$ cat config.mk
export PLATFORM = sky130hd
export DESIGN_NAME = addsub_rr_arbiter
export DESIGN_NICKNAME = d
export VERILOG_FILES = /design/src/rtl/addsub_rr_arbiter.sv
export SDC_FILE = /design/constraint.sdc
export NUM_CORES = 1
export LEC_CHECK = 0
export CAP_MARGIN = 20
export CORE_ASPECT_RATIO = 0.7
export CORE_MARGIN = 10
export CORE_UTILIZATION = 42
export DETAILED_ROUTE_END_ITERATION = 8
export PLACE_DENSITY = 0.8
export SYNTH_ARGS = -nofsm -noshare
export SYNTH_HDL_FRONTEND = slang
export SYNTH_SLANG_ARGS = --single-unit
$ cat constraint.sdc
create_clock -name clk -period 3.7 [get_ports clk]
set_input_delay 0.555 -clock clk [delete_from_list [all_inputs] [get_ports clk]]
set_output_delay 0.555 -clock clk [all_outputs]
set_load 0.02 [all_outputs]
$ cat src/rtl/addsub_rr_arbiter.sv
// addsub_rr_arbiter
// Shares one N-bit add/subtract datapath among R requesters. A round-robin
// arbiter picks one valid requester per accepted operation. The result goes
// into a single registered response slot that has valid/ready backpressure.
// The slot is reloaded in the same cycle it is drained, so the unit sustains
// one operation per cycle.
//
// Optional feature: define ADDSUB_RR_ARBITER_STATS_EN to add the 16-bit
// saturating output stat_sovf_count. It counts accepted operations whose
// signed result overflowed.

module addsub_rr_arbiter #(
  parameter int N   = 4,
  parameter int R   = 4,
  parameter int IDW = $clog2(R)
) (
  input  logic             clk,
  input  logic             rst,
  input  logic [R-1:0]     req_valid,
  output logic [R-1:0]     req_ready,
  input  logic [R*N-1:0]   req_a,
  input  logic [R*N-1:0]   req_b,
  input  logic [R-1:0]     req_op,
  output logic             rsp_valid,
  input  logic             rsp_ready,
  output logic [N-1:0]     rsp_result,
  output logic             rsp_uovf,
  output logic             rsp_sovf,
  output logic [IDW-1:0]   rsp_id
`ifdef ADDSUB_RR_ARBITER_STATS_EN
  ,
  output logic [15:0]      stat_sovf_count
`endif
);

  // Response slot occupancy. These are the only two states.
  localparam logic ST_EMPTY = 1'b0;
  localparam logic ST_FULL  = 1'b1;

  localparam logic [IDW-1:0] LAST_ID = IDW'(R - 1);

  logic             state_q, state_d;
  logic [IDW-1:0]   ptr_q, ptr_d;
  logic [N-1:0]     result_q, result_d;
  logic             uovf_q, uovf_d;
  logic             sovf_q, sovf_d;
  logic [IDW-1:0]   id_q, id_d;

  logic             grant_found;
  logic [IDW-1:0]   grant_idx;
  logic             can_accept;
  logic             accept;

  logic [N-1:0]     op_a;
  logic [N-1:0]     op_b;
  logic             op_sub;

  logic [N:0]       sum_ext;
  logic [N-1:0]     diff;
  logic [N-1:0]     calc_result;
  logic             calc_uovf;
  logic             calc_sovf;

  // Round-robin search: p, p+1, ..., R-1, 0, ... The first valid requester wins.
  always_comb begin
    // NOTE: every variable assigned in an always_comb block gets a default
    // first. Otherwise a path that skips the assignment infers a latch.
    int             cand;
    logic [IDW-1:0] cand_idx;
    cand        = 0;
    cand_idx    = '0;
    grant_found = 1'b0;
    grant_idx   = '0;
    for (int off = 0; off < R; off++) begin
      cand     = (int'(ptr_q) + off) % R;
      cand_idx = IDW'(cand);
      if (!grant_found && req_valid[cand_idx]) begin
        grant_found = 1'b1;
        grant_idx   = cand_idx;
      end
    end
  end

  // Accept when the slot is free or is being drained this cycle. Reset masks it.
  always_comb begin
    can_accept = (state_q == ST_EMPTY) || rsp_ready;
    accept     = grant_found && can_accept && !rst;
    req_ready  = '0;
    if (accept) begin
      req_ready[grant_idx] = 1'b1;
    end
  end

  // Route the granted requester's operands and opcode to the shared datapath.
  always_comb begin
    op_a   = '0;
    op_b   = '0;
    op_sub = 1'b0;
    for (int i = 0; i < R; i++) begin
      if (grant_idx == IDW'(i)) begin
        op_a   = req_a[i*N +: N];
        op_b   = req_b[i*N +: N];
        op_sub = req_op[i];
      end
    end
  end

  // Shared add/subtract with unsigned carry/borrow and signed overflow flags.
  always_comb begin
    sum_ext = {1'b0, op_a} + {1'b0, op_b};
    diff    = op_a - op_b;
    if (op_sub) begin
      calc_result = diff;
      calc_uovf   = (op_a < op_b);
      calc_sovf   = (op_a[N-1] != op_b[N-1]) && (diff[N-1] != op_a[N-1]);
    end else begin
      calc_result = sum_ext[N-1:0];
      calc_uovf   = sum_ext[N];
      calc_sovf   = (op_a[N-1] == op_b[N-1]) && (sum_ext[N-1] != op_a[N-1]);
    end
  end

  // Next-state: load on accept, drain to EMPTY when consumed without a refill.
  always_comb begin
    state_d  = state_q;
    ptr_d    = ptr_q;
    result_d = result_q;
    uovf_d   = uovf_q;
    sovf_d   = sovf_q;
    id_d     = id_q;
    if (accept) begin
      state_d  = ST_FULL;
      result_d = calc_result;
      uovf_d   = calc_uovf;
      sovf_d   = calc_sovf;
      id_d     = grant_idx;
      ptr_d    = (grant_idx == LAST_ID) ? '0 : grant_idx + IDW'(1);
    end else if ((state_q == ST_FULL) && rsp_ready) begin
      state_d = ST_EMPTY;
    end
  end

  // State and response registers. Asynchronous reset discards any in-flight result.
  always_ff @(posedge clk or posedge rst) begin
    // NOTE: all control and output registers are reset here because they are
    // architecturally visible right after reset. Sequential state uses
    // non-blocking assignments only, so every flop samples pre-edge values.
    if (rst) begin
      state_q  <= ST_EMPTY;
      ptr_q    <= '0;
      result_q <= '0;
      uovf_q   <= 1'b0;
      sovf_q   <= 1'b0;
      id_q     <= '0;
    end else begin
      state_q  <= state_d;
      ptr_q    <= ptr_d;
      result_q <= result_d;
      uovf_q   <= uovf_d;
      sovf_q   <= sovf_d;
      id_q     <= id_d;
    end
  end

  assign rsp_valid  = (state_q == ST_FULL);
  assign rsp_result = result_q;
  assign rsp_uovf   = uovf_q;
  assign rsp_sovf   = sovf_q;
  assign rsp_id     = id_q;

`ifdef ADDSUB_RR_ARBITER_STATS_EN
  logic [15:0] stat_q, stat_d;

  // Saturating count of accepted operations whose signed result overflowed.
  always_comb begin
    stat_d = stat_q;
    if (accept && calc_sovf && (stat_q != 16'hFFFF)) begin
      stat_d = stat_q + 16'd1;
    end
  end

  // Statistics register, cleared by reset.
  always_ff @(posedge clk or posedge rst) begin
    if (rst) begin
      stat_q <= '0;
    end else begin
      stat_q <= stat_d;
    end
  end

  assign stat_sovf_count = stat_q;
`endif

endmodule

==> results.ini <==
[outcome]
outcome=complete, no violations

[min_path]
hold_depth=2
hold_class=reg -> reg

[pwr]
power.leakage_nw=1.06
ir_drop_uv=666
power_density_nw_per_um2=887

[global_route]
antenna_found_initial=0
gr-total-overflow=0
first_global_vias=1547
track_usage_pct=15.9
grt_pass1_wl_um=7470
grt_max_degree=16

[routing]
drt-initial-drc-count=132
wl_um=4790
drtPass1Iterations=4
via_per_inst=5.41
ant_nets=0
num_vias=1492
drcViolationCount=0
post_drt_wl_per_cell_um=17.3

[yosys]
synth_area_per_cell_um2=8.01
synth_cell_type_count=36
ys_ff_latch=11
async_flop_share_pct=100
syn_area_um2=1270
synth-edff-count=0
yosysWarnings=0
synth_cells=159
yosysSeqAreaShare_pct=21.6
synthFlopType=dfrtp_1
synth_nets=216

[layout]
syn_to_final_growth_pct=75.4
nets=298
fin_area_um2=2230
drive_gt1_share_pct=22.1
n_fill_cell=169
multi_input_area_um2=1010
regArea_um2=275
num_antenna_cells=0

[floorplanning]
coreArea_um2=2840
row_count=16
die_x_um=85.8
pin_count=56
die_h_um=66.1
die_area_um2=5670
start_util_pct=44.8

[timing]
fmax_mhz=291
rsz0062_at_grt=no
setup_tns_ps=0
worstMarginPinSlew_ps=476
fin_skew_ps=5.61
relSlewSlack_pct=68.2
period_needed_ps=3430
setup_viol=0
hold_violations=0
slew_violations=0
fin_crit_sh_pct=92.8

[clock_network]
cts.sinks=11
ctsHoldBuffers=0
root_buffer=clkbuf_8
clkLatencyLatePin_ps=240
cts.path.max_buffers=2
cts_tree=done
path_clk_slew_ps=50
htreeDepth=1
cts-buffers-inserted=3

[setup_path]
crit_path_start_kind=input pin
critPathRequiredTime_ps=3810
path_class=in -> reg
cp.arrival_ps=3540
end_kind=register
cp_max_fo=8
reg2regPathDepth=17

[job]
maxCapViolations=0

[placed_design]
place.gp.congestion=0.795
placed_area_um2=2010
placement.io_buffers=55
dp_hpwl_um=3530

[sequential cells by signal, indices dropped and copies added (netlist names)]
| register | flops |
|---|---|
| ptr_q | 2 |
| rsp_id | 2 |
| rsp_result | 4 |
| rsp_sovf | 1 |
| rsp_uovf | 1 |
| rsp_valid | 1 |
[layer usage]
layer  track usage (%)  share of wire (%)  up-vias  wire length [um]
li1                  -                  -      717                 -
met1              18.6                 43      709              2050
met2              28.0                 51       56              2420
met3              3.57                4.4       10               209
met4              5.33                2.3        0               108
met5                 0                  0        -                 0
[worst max-delay path: stages]
cell and delay (ps):
dlymetal6s2s_1 180, a221o_1 360, a32oi_2 190, nor2b_4 240
ha_4 200, buf_4 140, nand2_1 50, a21oi_1 120
a21oi_1 50, nor2_1 160, a21o_1 190, ha_4 230
o21bai_1 210, a21oi_2 90, mux2_1 310, xnor2_1 180
o21ai_1 80
[layout make-up]
cell class	instances	share of cell area [%]
Sequential cell	11	12.3
Inverter	9	1.51
Clock buffer	4	2.02
Timing Repair Buffer	86	37.1
Tap cell	36	2.02
Multi-Input combinational cell	130	45.0
[report_power, final]
group | total, mW | switching (mW) | internal (mW)
clock network | 0.123 | 0.0471 | 0.0758
registers | 0.206 | 0.0337 | 0.173
logic | 1.65 | 0.791 | 0.863
[repair_timing]
| action | CTS | global route |
|---|---|---|
| setup buffers | 3 | 2 |
| resized for setup | 17 | 10 |
| setup endpoints to repair | 9 | 7 |
| gates cloned | 1 | 0 |
| pin swaps | 6 | 9 |
[worst paths after layout]
kind	startpoint	end	slack (ps)
max	req_valid[0]	rsp_result[3]	270
min	rsp_id[0]	rsp_id[0]	480
max reg2reg	ptr_q[0]	rsp_result[3]	310
min reg2reg	rsp_id[0]	rsp_id[0]	480
max in group asynchronous	rst	rsp_result[3]	2730
min in group asynchronous	rst	rsp_id[0]	670
[stage by stage]
stage | worst slack [ps] | hold slack [ps] | total power [mW] | cells | utilization, %
final | 266 | 480 | 1.98 | 276 | 78.6
after floorplan | 231 | 407 | 1.08 | 159 | -
after detailed placement | -475 | 463 | 1.63 | 266 | 70.8
after CTS | 3.89 | 476 | 1.89 | 274 | 76.5
after global placement | -354 | 463 | 1.56 | 266 | 70.8
after global routing | 120 | 495 | 2.12 | 276 | 78.6
[placed cells by master (no fill, tap or decap), types with 2 or more instances in the layout]
cell type,count
nand3b_1,7
o21ai_1,3
a211oi_4,2
a211oi_1,2
and3_1,4
xnor2_1,4
nor2b_1,2
ha_4,4
a21oi_2,2
a21oi_1,21
mux2i_1,2
nand2_1,23
nor2_1,10
a221o_1,2
dfrtp_1,11
inv_1,8
o21ai_0,6
dlymetal6s2s_1,4
clkdlybuf4s50_1,50
fa_1,2
clkbuf_8,3
nand3b_4,2
a21o_1,6
ha_1,7
buf_4,29
[kinds of logic after synthesis]
logic type	count (synthesis)	synth area share, %
simple gates	56	24.0
compound gates	53	27.1
buf+inv	18	7.17
fa+ha+maj	14	14.9
flops	11	21.6
xor+xnor	4	2.75
mux	3	2.46
[cell usage after synthesis (all sizes together), types with 3 or more instances]
cell type,count,area [um2]
inv,9,33.8
nor2,10,37.5
o21ai,10,50.0
nand3b,9,92.6
xnor2,4,35.0
ha,12,150
a21o,6,45.0
nand2,23,86.3
buf,5,42.5
a21oi,23,115
nor2b,3,18.8
clkbuf,4,15.0
a211oi,5,62.6
and3,4,25.0
dfrtp,11,275
Note: power is estimated with default switching activity, not from simulation.
